## config.mk

```make
export PLATFORM = sky130hd
export DESIGN_NAME = vc_inport_receiver_flat
export DESIGN_NICKNAME = d
export VERILOG_FILES = /design/src/rtl/vc_inport_receiver_pkg.sv /design/src/rtl/vc_inport_receiver_if.sv /design/src/rtl/vc_inport_receiver_phit_fifo.sv /design/src/rtl/vc_inport_receiver.sv /design/src/flat_wrapper.sv
export SDC_FILE = /design/constraint.sdc
export NUM_CORES = 1
export LEC_CHECK = 0
export BUFFER_PORTS_ARGS = -buffer_cell sky130_fd_sc_hd__buf_2
export CORE_MARGIN = 2
export CORE_UTILIZATION = 55
export DETAILED_ROUTE_END_ITERATION = 16
export GPL_ROUTABILITY_DRIVEN = 0
export PLACE_DENSITY = 0.71
export REMOVE_ABC_BUFFERS = 1
export SETUP_SLACK_MARGIN = 0.02
export SYNTH_ARGS = -nofsm -noshare
export SYNTH_HDL_FRONTEND = slang
export SYNTH_SLANG_ARGS = --single-unit
```

## constraint.sdc

```tcl
create_clock -name clk -period 11.2 [get_ports clk]
set_input_delay 2.24 -clock clk [delete_from_list [all_inputs] [get_ports clk]]
set_output_delay 2.24 -clock clk [all_outputs]
set_load 0.05 [all_outputs]
```

## src/rtl/vc_inport_receiver_pkg.sv

```systemverilog
// -----------------------------------------------------------------------------
// vc_inport_pkg
// Shared definitions for the VC input-port receiver:
//   - default parameter values of the receiver
//   - per-VC FIFO depth (d, in phits) and occupancy-count width (c)
//   - stored-entry layout {is_new, data}
//   - per-VC framing state encoding (IDLE / PKT)
// -----------------------------------------------------------------------------
package vc_inport_pkg;

  localparam int no_vc_dflt                       = 13;
  localparam int floorplusone_log2_no_vc_dflt     = 4;
  localparam int flit_size_dflt                   = 1;
  localparam int floorplusone_log2_flit_size_dflt = 1;
  localparam int phit_size_dflt                   = 16;
  localparam int buf_size_dflt                    = 4;
  localparam int floorplusone_log2_buf_size_dflt  = 3;
  localparam int addr_length_dflt                 = 10;
  localparam int addr_place_in_header_dflt        = 0;

  // FIFO depth in phits and width of the occupancy count for the defaults.
  localparam int d = buf_size_dflt * flit_size_dflt;
  localparam int c = floorplusone_log2_buf_size_dflt + floorplusone_log2_flit_size_dflt;

  // Per-VC framing state: IDLE until a header is accepted, then PKT.
  localparam logic st_idle = 1'b0;
  localparam logic st_pkt  = 1'b1;

  // Stored FIFO entry: header marker in the MSB, phit payload below it.
  typedef struct packed {
    logic                      is_new;
    logic [phit_size_dflt-1:0] data;
  } entry_t;

endpackage

```

## src/rtl/vc_inport_receiver_if.sv

```systemverilog
// -----------------------------------------------------------------------------
// vc_inport_receiver_if
// Phit link between a fork/router outport (master) and a VC input-port
// receiver (slave).
//   link_data_in      master->slave  phit payload
//   link_sent_req_in  master->slave  phit valid
//   link_new_in       master->slave  phit is a packet header
//   link_vc_no_in     master->slave  target virtual channel
//   link_ready_out    slave->master  target VC can accept this cycle
// -----------------------------------------------------------------------------
interface vc_inport_receiver_if #(
  parameter int phit_size               = 16,
  parameter int floorplusone_log2_no_vc = 4
);

  logic [phit_size-1:0]               link_data_in;
  logic                               link_sent_req_in;
  logic                               link_new_in;
  logic [floorplusone_log2_no_vc-1:0] link_vc_no_in;
  logic                               link_ready_out;

  modport master (
    output link_data_in, link_sent_req_in, link_new_in, link_vc_no_in,
    input  link_ready_out
  );

  modport slave (
    input  link_data_in, link_sent_req_in, link_new_in, link_vc_no_in,
    output link_ready_out
  );

endinterface

```

## src/rtl/vc_inport_receiver_phit_fifo.sv

```systemverilog
// -----------------------------------------------------------------------------
// phit_fifo
// Circular FIFO of one virtual channel. Head entry is visible combinationally.
//   clk    in   clock, rising edge
//   rs     in   asynchronous active-high reset (pointers and count only)
//   push   in   write wdata at the tail (ignored when full)
//   pop    in   remove the head (ignored when empty)
//   wdata  in   entry to write
//   rdata  out  head entry (undefined while empty)
//   count  out  number of stored entries, 0..depth
// -----------------------------------------------------------------------------
module phit_fifo #(
  parameter int depth   = 4,
  parameter int width   = 17,
  parameter int count_w = 4
) (
  input  logic               clk,
  input  logic               rs,
  input  logic               push,
  input  logic               pop,
  input  logic [width-1:0]   wdata,
  output logic [width-1:0]   rdata,
  output logic [count_w-1:0] count
);

  localparam int ptr_w = (depth > 1) ? $clog2(depth) : 1;

  logic [width-1:0] mem [depth];
  logic [ptr_w-1:0] wr_ptr;
  logic [ptr_w-1:0] rd_ptr;
  logic             do_push;
  logic             do_pop;

  function automatic logic [ptr_w-1:0] ptr_inc(input logic [ptr_w-1:0] ptr);
    return (ptr == ptr_w'(depth - 1)) ? '0 : ptr + ptr_w'(1);
  endfunction

  assign do_push = push && (count != count_w'(depth));
  assign do_pop  = pop  && (count != '0);
  assign rdata   = mem[rd_ptr];

  // NOTE: storage array carries no reset; emptiness is tracked by count alone,
  // and consumers gate the head with their own valid.
  always_ff @(posedge clk) begin
    if (do_push) mem[wr_ptr] <= wdata;
  end

  // NOTE: all sequential state uses non-blocking assignments so every
  // register samples pre-edge values regardless of statement order.
  always_ff @(posedge clk or posedge rs) begin
    if (rs) begin
      wr_ptr <= '0;
      rd_ptr <= '0;
      count  <= '0;
    end else begin
      if (do_push) wr_ptr <= ptr_inc(wr_ptr);
      if (do_pop)  rd_ptr <= ptr_inc(rd_ptr);
      case ({do_push, do_pop})
        2'b10:   count <= count + count_w'(1);
        2'b01:   count <= count - count_w'(1);
        default: count <= count;
      endcase
    end
  end

endmodule

```

## src/rtl/vc_inport_receiver.sv

```systemverilog
// -----------------------------------------------------------------------------
// vc_inport_receiver
// Receiving end of a phit link below a fork finger. One FIFO per VC, framing
// and destination checks on the write side, VC-selectable read port.
//   clk               in   clock, rising edge
//   rs                in   asynchronous active-high reset
//   link              slave side of the phit link (data/req/new/vc, ready)
//   rd_vc_in          in   VC selected for reading
//   rd_en_in          in   pop head of the selected VC
//   rd_data_out       out  head phit of the selected VC (0 if none)
//   rd_new_out        out  head phit is a header
//   rd_valid_out      out  selected VC exists and is non-empty
//   nonempty_vec_out  out  per-VC non-empty flags
//   my_addr           in   this node's address
//   misroute_out      out  sticky: a header carried another address
//   proto_err_out     out  sticky: framing violation seen
//   busy              out  any VC non-empty or any VC mid-flit
// -----------------------------------------------------------------------------
module vc_inport_receiver
  import vc_inport_pkg::*;
#(
  parameter int no_vc                       = no_vc_dflt,
  parameter int floorplusone_log2_no_vc     = floorplusone_log2_no_vc_dflt,
  parameter int flit_size                   = flit_size_dflt,
  parameter int floorplusone_log2_flit_size = floorplusone_log2_flit_size_dflt,
  parameter int phit_size                   = phit_size_dflt,
  parameter int buf_size                    = buf_size_dflt,
  parameter int floorplusone_log2_buf_size  = floorplusone_log2_buf_size_dflt,
  parameter int addr_length                 = addr_length_dflt,
  parameter int addr_place_in_header        = addr_place_in_header_dflt
) (
  input  logic                               clk,
  input  logic                               rs,
  vc_inport_receiver_if.slave                link,
  input  logic [floorplusone_log2_no_vc-1:0] rd_vc_in,
  input  logic                               rd_en_in,
  output logic [phit_size-1:0]               rd_data_out,
  output logic                               rd_new_out,
  output logic                               rd_valid_out,
  output logic [no_vc-1:0]                   nonempty_vec_out,
  input  logic [addr_length-1:0]             my_addr,
  output logic                               misroute_out,
  output logic                               proto_err_out,
  output logic                               busy
);

  localparam int depth   = buf_size * flit_size;
  localparam int cnt_w   = floorplusone_log2_buf_size + floorplusone_log2_flit_size;
  localparam int vc_w    = floorplusone_log2_no_vc;
  localparam int p_w     = floorplusone_log2_flit_size;
  localparam int entry_w = phit_size + 1;

  // Per-VC storage and framing state.
  logic [cnt_w-1:0]   count    [no_vc];
  logic [entry_w-1:0] head     [no_vc];
  logic [p_w-1:0]     p        [no_vc];
  logic               vc_state [no_vc];
  logic [no_vc-1:0]   full_vec;
  logic [no_vc-1:0]   push_vec;
  logic [no_vc-1:0]   pop_vec;
  logic [no_vc-1:0]   mid_flit_vec;

  // Write-side decode.
  logic               wr_vc_ok;
  logic [vc_w-1:0]    wr_idx;
  logic [p_w-1:0]     cur_p;
  logic               cur_state;
  logic               accept;
  logic               hdr_bad;
  logic               body_bad;
  logic               store;
  logic               addr_mismatch;

  // Read-side decode.
  logic               rd_vc_ok;
  logic [vc_w-1:0]    rd_idx;
  logic [entry_w-1:0] rd_head;

  function automatic logic [p_w-1:0] p_inc(input logic [p_w-1:0] v);
    return (v == p_w'(flit_size - 1)) ? '0 : v + p_w'(1);
  endfunction

  // Out-of-range VC numbers are steered to index 0 so no array read goes
  // out of bounds; the *_ok qualifiers keep them from having any effect.
  assign wr_vc_ok  = link.link_vc_no_in < vc_w'(no_vc);
  assign wr_idx    = wr_vc_ok ? link.link_vc_no_in : '0;
  assign cur_p     = p[wr_idx];
  assign cur_state = vc_state[wr_idx];

  // Readiness depends only on registered counts, never on a same-cycle pop.
  assign link.link_ready_out = wr_vc_ok && !full_vec[wr_idx];
  assign accept              = link.link_sent_req_in && link.link_ready_out;

  // A header must start a flit; a body phit needs an open packet. Offending
  // phits are still handshaken but never written.
  assign hdr_bad  = link.link_new_in && (cur_p != '0);
  assign body_bad = !link.link_new_in && (cur_state == st_idle);
  assign store    = accept && !hdr_bad && !body_bad;

  assign addr_mismatch =
    link.link_data_in[addr_place_in_header +: addr_length] != my_addr;

  genvar v;
  generate
    for (v = 0; v < no_vc; v++) begin : g_vc
      assign push_vec[v]         = store && (wr_idx == vc_w'(v));
      assign pop_vec[v]          = rd_en_in && rd_valid_out && (rd_idx == vc_w'(v));
      assign full_vec[v]         = count[v] == cnt_w'(depth);
      assign nonempty_vec_out[v] = count[v] != '0;
      assign mid_flit_vec[v]     = p[v] != '0;

      phit_fifo #(
        .depth   (depth),
        .width   (entry_w),
        .count_w (cnt_w)
      ) u_fifo (
        .clk   (clk),
        .rs    (rs),
        .push  (push_vec[v]),
        .pop   (pop_vec[v]),
        .wdata ({link.link_new_in, link.link_data_in}),
        .rdata (head[v]),
        .count (count[v])
      );
    end
  endgenerate

  // Flit-position counter and packet state of the addressed VC. A body phit
  // arriving in IDLE is the only accepted phit that does not advance p.
  always_ff @(posedge clk or posedge rs) begin
    if (rs) begin
      for (int i = 0; i < no_vc; i++) begin
        p[i]        <= '0;
        vc_state[i] <= st_idle;
      end
    end else if (accept) begin
      if (!body_bad) p[wr_idx] <= p_inc(cur_p);
      if (link.link_new_in && !hdr_bad) vc_state[wr_idx] <= st_pkt;
    end
  end

  // Sticky error flags, cleared only by reset.
  always_ff @(posedge clk or posedge rs) begin
    if (rs) begin
      misroute_out  <= 1'b0;
      proto_err_out <= 1'b0;
    end else begin
      if (accept && (hdr_bad || body_bad))
        proto_err_out <= 1'b1;
      if (store && link.link_new_in && addr_mismatch)
        misroute_out <= 1'b1;
    end
  end

  assign rd_vc_ok     = rd_vc_in < vc_w'(no_vc);
  assign rd_idx       = rd_vc_ok ? rd_vc_in : '0;
  assign rd_valid_out = rd_vc_ok && nonempty_vec_out[rd_idx];

  // NOTE: every output of a combinational block gets a default first, so no
  // path through it can leave a value held and infer a latch.
  always_comb begin
    rd_head     = '0;
    rd_data_out = '0;
    rd_new_out  = 1'b0;
    if (rd_valid_out) begin
      rd_head     = head[rd_idx];
      rd_data_out = rd_head[phit_size-1:0];
      rd_new_out  = rd_head[phit_size];
    end
  end

  assign busy = (|nonempty_vec_out) || (|mid_flit_vec);

endmodule

```

## src/flat_wrapper.sv

```systemverilog
// flat-port wrapper written by rule: the top's interface ports become plain ports
module vc_inport_receiver_flat import vc_inport_pkg::*;
#(
  parameter int no_vc                       = no_vc_dflt,
  parameter int floorplusone_log2_no_vc     = floorplusone_log2_no_vc_dflt,
  parameter int flit_size                   = flit_size_dflt,
  parameter int floorplusone_log2_flit_size = floorplusone_log2_flit_size_dflt,
  parameter int phit_size                   = phit_size_dflt,
  parameter int buf_size                    = buf_size_dflt,
  parameter int floorplusone_log2_buf_size  = floorplusone_log2_buf_size_dflt,
  parameter int addr_length                 = addr_length_dflt,
  parameter int addr_place_in_header        = addr_place_in_header_dflt
)
  (clk, rs, rd_vc_in, rd_en_in, rd_data_out, rd_new_out, rd_valid_out, nonempty_vec_out, my_addr, misroute_out, proto_err_out, busy, link_link_data_in, link_link_sent_req_in, link_link_new_in, link_link_vc_no_in, link_link_ready_out);
  vc_inport_receiver_if #(.phit_size(phit_size), .floorplusone_log2_no_vc(floorplusone_log2_no_vc)) link_i ();
  input  logic clk;
  input  logic rs;
  input  logic [floorplusone_log2_no_vc-1:0] rd_vc_in;
  input  logic rd_en_in;
  output logic [phit_size-1:0] rd_data_out;
  output logic rd_new_out;
  output logic rd_valid_out;
  output logic [no_vc-1:0] nonempty_vec_out;
  input  logic [addr_length-1:0] my_addr;
  output logic misroute_out;
  output logic proto_err_out;
  output logic busy;
  input wire logic [$bits(link_i.link_data_in)-1:0] link_link_data_in;
  input wire logic [$bits(link_i.link_sent_req_in)-1:0] link_link_sent_req_in;
  input wire logic [$bits(link_i.link_new_in)-1:0] link_link_new_in;
  input wire logic [$bits(link_i.link_vc_no_in)-1:0] link_link_vc_no_in;
  output wire logic [$bits(link_i.link_ready_out)-1:0] link_link_ready_out;
  assign link_i.link_data_in = link_link_data_in;
  assign link_i.link_sent_req_in = link_link_sent_req_in;
  assign link_i.link_new_in = link_link_new_in;
  assign link_i.link_vc_no_in = link_link_vc_no_in;
  assign link_link_ready_out = link_i.link_ready_out;
  vc_inport_receiver #(.no_vc(no_vc), .floorplusone_log2_no_vc(floorplusone_log2_no_vc), .flit_size(flit_size), .floorplusone_log2_flit_size(floorplusone_log2_flit_size), .phit_size(phit_size), .buf_size(buf_size), .floorplusone_log2_buf_size(floorplusone_log2_buf_size), .addr_length(addr_length), .addr_place_in_header(addr_place_in_header)) u_core (.clk(clk), .rs(rs), .link(link_i), .rd_vc_in(rd_vc_in), .rd_en_in(rd_en_in), .rd_data_out(rd_data_out), .rd_new_out(rd_new_out), .rd_valid_out(rd_valid_out), .nonempty_vec_out(nonempty_vec_out), .my_addr(my_addr), .misroute_out(misroute_out), .proto_err_out(proto_err_out), .busy(busy));
endmodule
```

==> results of run 1 <==
==> area by class of cell <==
type                       instances  area, sq um
antenna                            2        5.005
clock buffer                     119         2645
clock inverter                    65        615.6
fill                            5160        28600
inverter                          93        354.1
multi-input combinational       1019        11250
sequential                      1003        29520
tap                              969         1212
timing repair buffer             106        613.1
==> stage by stage <==
step	utilization	hold WS, ps	power, mW	worst slack [ps]
4_1_cts	0.6177	460.6	10.56	3241
3_5_place_dp	0.5741	447.0	7.275	3255
6_report	0.6178	455.8	10.52	3080
2_1_floorplan	-	427.1	6.323	2649
3_3_place_gp	0.5741	440.4	7.183	3203
5_1_grt	0.6177	488.9	10.90	2883
==> synthesized netlist by cell type, types with 13 or more instances <==
| library cell | n | area [sq um] |
|---|---|---|
| edfxtp_1 | 884 | 26550 |
| mux4_2 | 204 | 4594 |
| dfrtp_1 | 119 | 2978 |
| ha_1 | 104 | 1301 |
| inv_1 | 91 | 341.6 |
| o22ai_1 | 76 | 475.5 |
| nor2_1 | 65 | 244.0 |
| nand2_1 | 57 | 214.0 |
| o21ai_0 | 54 | 270.3 |
| and2_1 | 52 | 325.3 |
| mux2i_1 | 51 | 510.5 |
| buf_2 | 35 | 175.2 |
| xor2_1 | 34 | 297.8 |
| buf_4 | 32 | 240.2 |
| xnor2_1 | 28 | 245.2 |
| nor3_1 | 27 | 135.1 |
| a21oi_1 | 24 | 120.1 |
| a21o_1 | 23 | 172.7 |
| mux2_2 | 22 | 247.7 |
| clkbuf_1 | 21 | 78.83 |
| a221oi_1 | 17 | 148.9 |
| mux2_1 | 16 | 180.2 |
| o221ai_1 | 16 | 140.1 |
| fa_1 | 13 | 260.3 |
==> worst max-delay path by stage <==
stage / to / slack [ps] / cells after the start
floorplan: rd_data_out[0] / 2650 / 6
global placement: rd_data_out[4] / 3200 / 9
detailed placement: rd_data_out[4] / 3260 / 9
CTS: rd_data_out[4] / 3240 / 9
global route: rd_data_out[4] / 2880 / 9
finish: rd_data_out[5] / 3080 / 9
==> layer usage <==
metal | vias to the layer above | track usage
li1 | 9088 | -
met5 | - | 0
met4 | 2 | 0.07953
met3 | 166 | 0.05813
met2 | 1040 | 0.4175
met1 | 11449 | 0.3661
==> worst register-to-register path: stages (launching register included) <==
cell	delay [ps]
dfrtp_1	440
or4_1	750
nand4_1	500
inv_1	220
ha_1	280
ha_1	290
a21o_1	190
a21oi_1	210
xnor2_1	160
nor2_1	70
xor2_1	150
==> cell families after synthesis <==
family          after synthesis  share of synthesized area
compound gates              256                    0.04478
xor+xnor                     62                    0.01302
fa+ha+maj                   117                    0.03743
buf+inv                     192                    0.02258
flops                      1003                     0.7077
mux                         297                     0.1341
simple gates                287                    0.04040
==> power by group through the flow <==
stage / sequential [mW] / combinational (mW) / clock (mW)
after floorplan: 4.78 / 1.55 / 0
after global placement: 4.72 / 2.46 / 0
after detailed placement: 4.75 / 2.53 / 0
after CTS: 4.67 / 2.54 / 3.35
after global routing: 4.71 / 2.69 / 3.50
final: 4.68 / 2.53 / 3.32
==> registers in the layout (all words and copies together) (netlist names) <==
signal and flops:
u_core.g_vc.u_fifo.rd_ptr 26, u_core.vc_state 13, u_core.g_vc.u_fifo.wr_ptr 26, u_core.g_vc.u_fifo.count 52
u_core.proto_err_out 1, u_core.misroute_out 1, u_core.g_vc.u_fifo.mem 884
==> qor.yml, run 1 <==
clock_network:
  cts.clk_slew.worst_paths_ps: 60
  hold_buffers: 0
  cts_buffers: 100
  post-cts-setup-buffers: 0
  root_buffer: "clkbuf_16"
  cts_tree: "built"
  cts_sinks: 1003
  cts.repair.resized: 0
  htree_levels: 3
  clockBufferDepth: 3
  clkLatencyLatePin_ps: 670
timing:
  rsz0062_at_grt: "false"
  timing.fmax_mhz: 123.1
  setup_tns_ps: 0
  worst_slew_pin_slew_ps: 1227
  fin_skew_ps: 20.69
  finalCriticalPeriod_ps: 8120
  finalMaxSlewViolations: 0
  min_period_over_period: 0.7250
  slew_headroom: 0.1823
  hold_viol: 0
  finalSetupViolCount: 0
worst_setup_path:
  r2r_cells: 10
  crit_top_cell: "buf_2"
  path_class: "primary input to primary output"
  crit_path_top_delay_cell: "a2111oi_1"
  path_delay_family: "compound AO/OA/AOI/OAI gates"
  max_stage_delay_ps: 1000
  cp-end-kind: "primary output"
  r2r_setup_slack_ps: 7830
  critPathRequiredTime_ps: 8960
  cp_max_fo: 57
  arrival_ps: 5880
  crit_chain: "buf_2, nand2_4, nand3_2, buf_4, o221ai_2, o311ai_2, o221ai_4, a2111oi_1, buf_2"
  path_buf_inv: 3
  regToRegEndpoint: "u_core.g_vc[4].u_fifo.count[3]$_DFFE_PP0P_"
  startpoint_type: "primary input"
  startpoint: "rd_vc_in[2]"
  rr_startpoint: "u_core.g_vc[4].u_fifo.count[0]$_DFFE_PP0P_"
finish:
  finalNonFillerCells: 3376
  drive_gt1_frac: 0.2254
  fin_area_sq_um: 46220
  layout.nets: 2479
  syn2layout_area_growth_pct: 10.80
  mostFrequentLayoutCell: "edfxtp_1"
  final_cell_mix: "edfxtp_1 (884), mux4_2 (204), dfrtp_1 (118)"
routing:
  vias_per_cell: 6.441
  ant_nets: 0
  drc: 0
  topRoutingLayerUsed: "met5"
  dr.first_iter.drc_count: 2820
  wl_um: 100500
  routed-wl-met2_um: 48590
  wl_met3_um: 9195
  avgRoutedWirePerCell_um: 29.76
  met1_length_um: 39960
  dr_total_vias: 21745
  first_pass_iters: 8
synth:
  syn_area_per_cell_sq_um: 18.84
  ys.flop_type: "edfxtp_1"
  synth_cell_types: 84
  ys_ff_latch: 1003
  netlist_instances: 2214
  yosysSeqAreaShare: 0.7077
  synth_edf_count: 884
  async_flop_share: 0.1186
  yosys_warnings: 0
  synth_area_sq_um: 41720
grt:
  grt_pass1_wl_um: 146800
  grt.overflow.total: 0
  grt_pass1_vias: 21728
  grt_max_degree: 87
  grt_use_total: 0.2617
  antenna_found_initial: 4
die:
  std_cell_rows: 100
  start_util: 0.5575
  die_x_um: 279.4
  core_sq_um: 74820
  ioPinCount: 74
  die_height_um: 279.4
  die_area_sq_um: 78070
min_path:
  holdPathEnd: "u_core.vc_state[0]$_DFFE_PP0P_"
  hold_class: "flop to flop"
  worstHoldStart: "u_core.vc_state[0]$_DFFE_PP0P_"
  whs_path_depth: 1
job:
  max_cap_viol_count: 0
pwr:
  p_comb_frac: 0.240
  vdd_drop_max_uv: 139.4
  p_leak_nw: 15.83
  p_int_mw: 7.289
  p_clk_frac: 0.315
  power_frac_seq: 0.444
  p_per_area_nw_per_um2: 227.7
  switching_share: 0.3074
  power.switching_mw: 3.235
placement:
  dpl_cell_area_sq_um: 42960
  dpl.cell_count: 3190
  portBuffers: 73
  hpwl_um: 63040
outcome:
  status: "completed"
Note: power is estimated with default switching activity, not from simulation.
==> run 2, diff against run 1 <==
clock period = 8.4 ns   (was 11.2 ns; I/O delays follow)
==> run 2 against run 1 <==
  * Sequential share of layout area barely moved
  * Final area about the same
  * Global-route usage down 0.39 points
  * Highest routed layer is now met4
  * Wire length down 1.3%
  * Count of clock-buffer cells in the layout rose by 22
  * Power increased by 33%
  * First-iteration DRC count fell by 11%
  * Worst hold slack got worse by 3.4 ps
  * Critical path depth shrank 1
  * Cell count increased by 0.30%
  * Clock power up 32%
  * Critical endpoint is now rd_data_out[4]
==> qor.yml, run 2 (synthesis results as in run 1) <==
placement:
  portBuffers: 73
  dpl_cell_area_sq_um: 43010
  hpwl_um: 62790
min_path:
  worstHoldStart: "u_core.misroute_out$_DFFE_PP0P_"
  hold_class: "flop to flop"
worst_setup_path:
  path_delay_family: "compound AO/OA/AOI/OAI gates"
  startpoint: "rd_vc_in[2]"
  path_class: "primary input to primary output"
  crit_top_cell: "buf_2"
  path_buf_inv: 2
  regToRegEndpoint: "u_core.g_vc[0].u_fifo.count[3]$_DFFE_PP0P_"
  rr_startpoint: "u_core.g_vc[10].u_fifo.count[0]$_DFFE_PP0P_"
  critPathCapture: "rd_data_out[4]"
  crit_path_top_delay_cell: "a2111oi_0"
  arrival_ps: 5350
  startpoint_type: "primary input"
  cp_num_cells: 8
  r2r_cells: 12
  r2r_setup_slack_ps: 4910
  cp-end-kind: "primary output"
  crit_chain: "buf_2, nand2_4, nand3b_2, o221ai_2, o311ai_2, o221ai_4, a2111oi_0, buf_2"
  max_stage_delay_ps: 1100
  cp_max_fo: 25
  critPathRequiredTime_ps: 6720
clock_network:
  clkLatencyLatePin_ps: 650
  clockBufferDepth: 3
  cts.clk_slew.worst_paths_ps: 60
  htree_levels: 3
  cts.repair.resized: 0
  root_buffer: "clkbuf_16"
  cts_buffers: 100
  cts_sinks: 1003
  cts_tree: "built"
  hold_buffers: 0
  post-cts-setup-buffers: 0
timing:
  finalSetupViolCount: 0
  slew_headroom: 0.1660
  fin_skew_ps: 19.93
  rsz0062_at_grt: "false"
  finalMaxSlewViolations: 0
  hold_viol: 0
  timing.fmax_mhz: 142.3
  setup_tns_ps: 0
  finalCriticalPeriod_ps: 7028
  min_period_over_period: 0.8367
  worst_slew_pin_slew_ps: 1251
pwr:
  power.switching_mw: 4.224
  p_per_area_nw_per_um2: 301.6
  p_leak_nw: 15.86
  switching_share: 0.3028
  power_frac_seq: 0.443
  p_int_mw: 9.728
  vdd_drop_max_uv: 224.4
  p_clk_frac: 0.314
  p_comb_frac: 0.242
finish:
  mostFrequentLayoutCell: "edfxtp_1"
  drive_gt1_frac: 0.2262
  final_util: 0.6182
  layout.nets: 2485
  regMostFlops: "u_core.g_vc.u_fifo.mem"
  largest_register_ffs: 884
  fin_area_sq_um: 46250
  final_cell_mix: "edfxtp_1 (884), mux4_2 (204), dfrtp_1 (118)"
  reg_top3: "u_core.g_vc.u_fifo.mem x884, u_core.g_vc.u_fifo.count x52"
  syn2layout_area_growth_pct: 10.88
grt:
  grt_pass1_wl_um: 145500
  grt_use_total: 0.2579
  grt_pass1_vias: 21689
  grt_max_degree: 63
  antenna_found_initial: 5
  grt.overflow.total: 0
die:
  die_area_sq_um: 78070
  core_sq_um: 74820
  start_util: 0.5575
  std_cell_rows: 100
  die_height_um: 279.4
  ioPinCount: 74
  die_x_um: 279.4
routing:
  first_pass_iters: 5
  drc: 0
  wl_um: 99170
  ant_nets: 0
  dr_total_vias: 21521
  dr.first_iter.drc_count: 2502
  vias_per_cell: 6.356
  avgRoutedWirePerCell_um: 29.29
outcome:
  status: "completed"
job:
  max_cap_viol_count: 0
run 2: changes by cell type in the layout (fill, tap and decap cells not counted), sizes merged:
cell	previous run	this run
diode	2	3
clkinv	46	30
clkinvlp	6	2
bufinv	9	7
inv	97	100
buf	106	112
clkbuf	119	141
run 2: how the worst min path moves through the flow:
stage	endpoint	slack (ps)	cells after the start
after global placement	u_core.misroute_out$_DFFE_PP0P_	440	1
after global routing	u_core.vc_state[0]$_DFFE_PP0P_	480	1
final	u_core.misroute_out$_DFFE_PP0P_	450	1
after CTS	u_core.misroute_out$_DFFE_PP0P_	460	1
after floorplan	u_core.vc_state[3]$_DFFE_PP0P_	430	1
after detailed placement	u_core.misroute_out$_DFFE_PP0P_	440	1
run 2: cell type report:
class                   instances  area [sq um]
repair buffers                112         658.1
multi-input cells            1019         11260
flip-flops and latches       1003         29520
inverters                      93         354.1
diodes                          3         7.507
well taps                     969          1212
fillers                      5176         28570
clock inverters                46         441.7
clock buffers                 141          2798
run 2: power by group through the flow:
stage | Sequential (mW) | Combinational [mW] | Clock, mW
finish | 6.19 | 3.38 | 4.38
global placement | 6.26 | 3.32 | 0
floorplan | 6.37 | 2.06 | 0
CTS | 6.19 | 3.40 | 4.43
global route | 6.24 | 3.60 | 4.63
detailed placement | 6.29 | 3.38 | 0
run 2: through the flow:
stage / std cells / worst slack [ps] / total power [mW] / hold WS [ps]
2_1_floorplan: 2115 / 969.0 / 8.431 / 427.1
3_3_place_gp: 3196 / 1798 / 9.577 / 436.2
3_5_place_dp: 3196 / 1653 / 9.671 / 441.0
4_1_cts: 3383 / 1602 / 14.02 / 455.4
5_1_grt: 3384 / 1392 / 14.47 / 476.9
6_report: 3386 / 1372 / 13.95 / 452.5
run 2: layer usage:
layer  vias up  GRT usage  wire, um
met4         0    0.07075      2560
li1       9096          -         -
met3       159    0.05338      8046
met1     11355     0.3590     39660
met2       911     0.4195     48900
met5         -          0         0
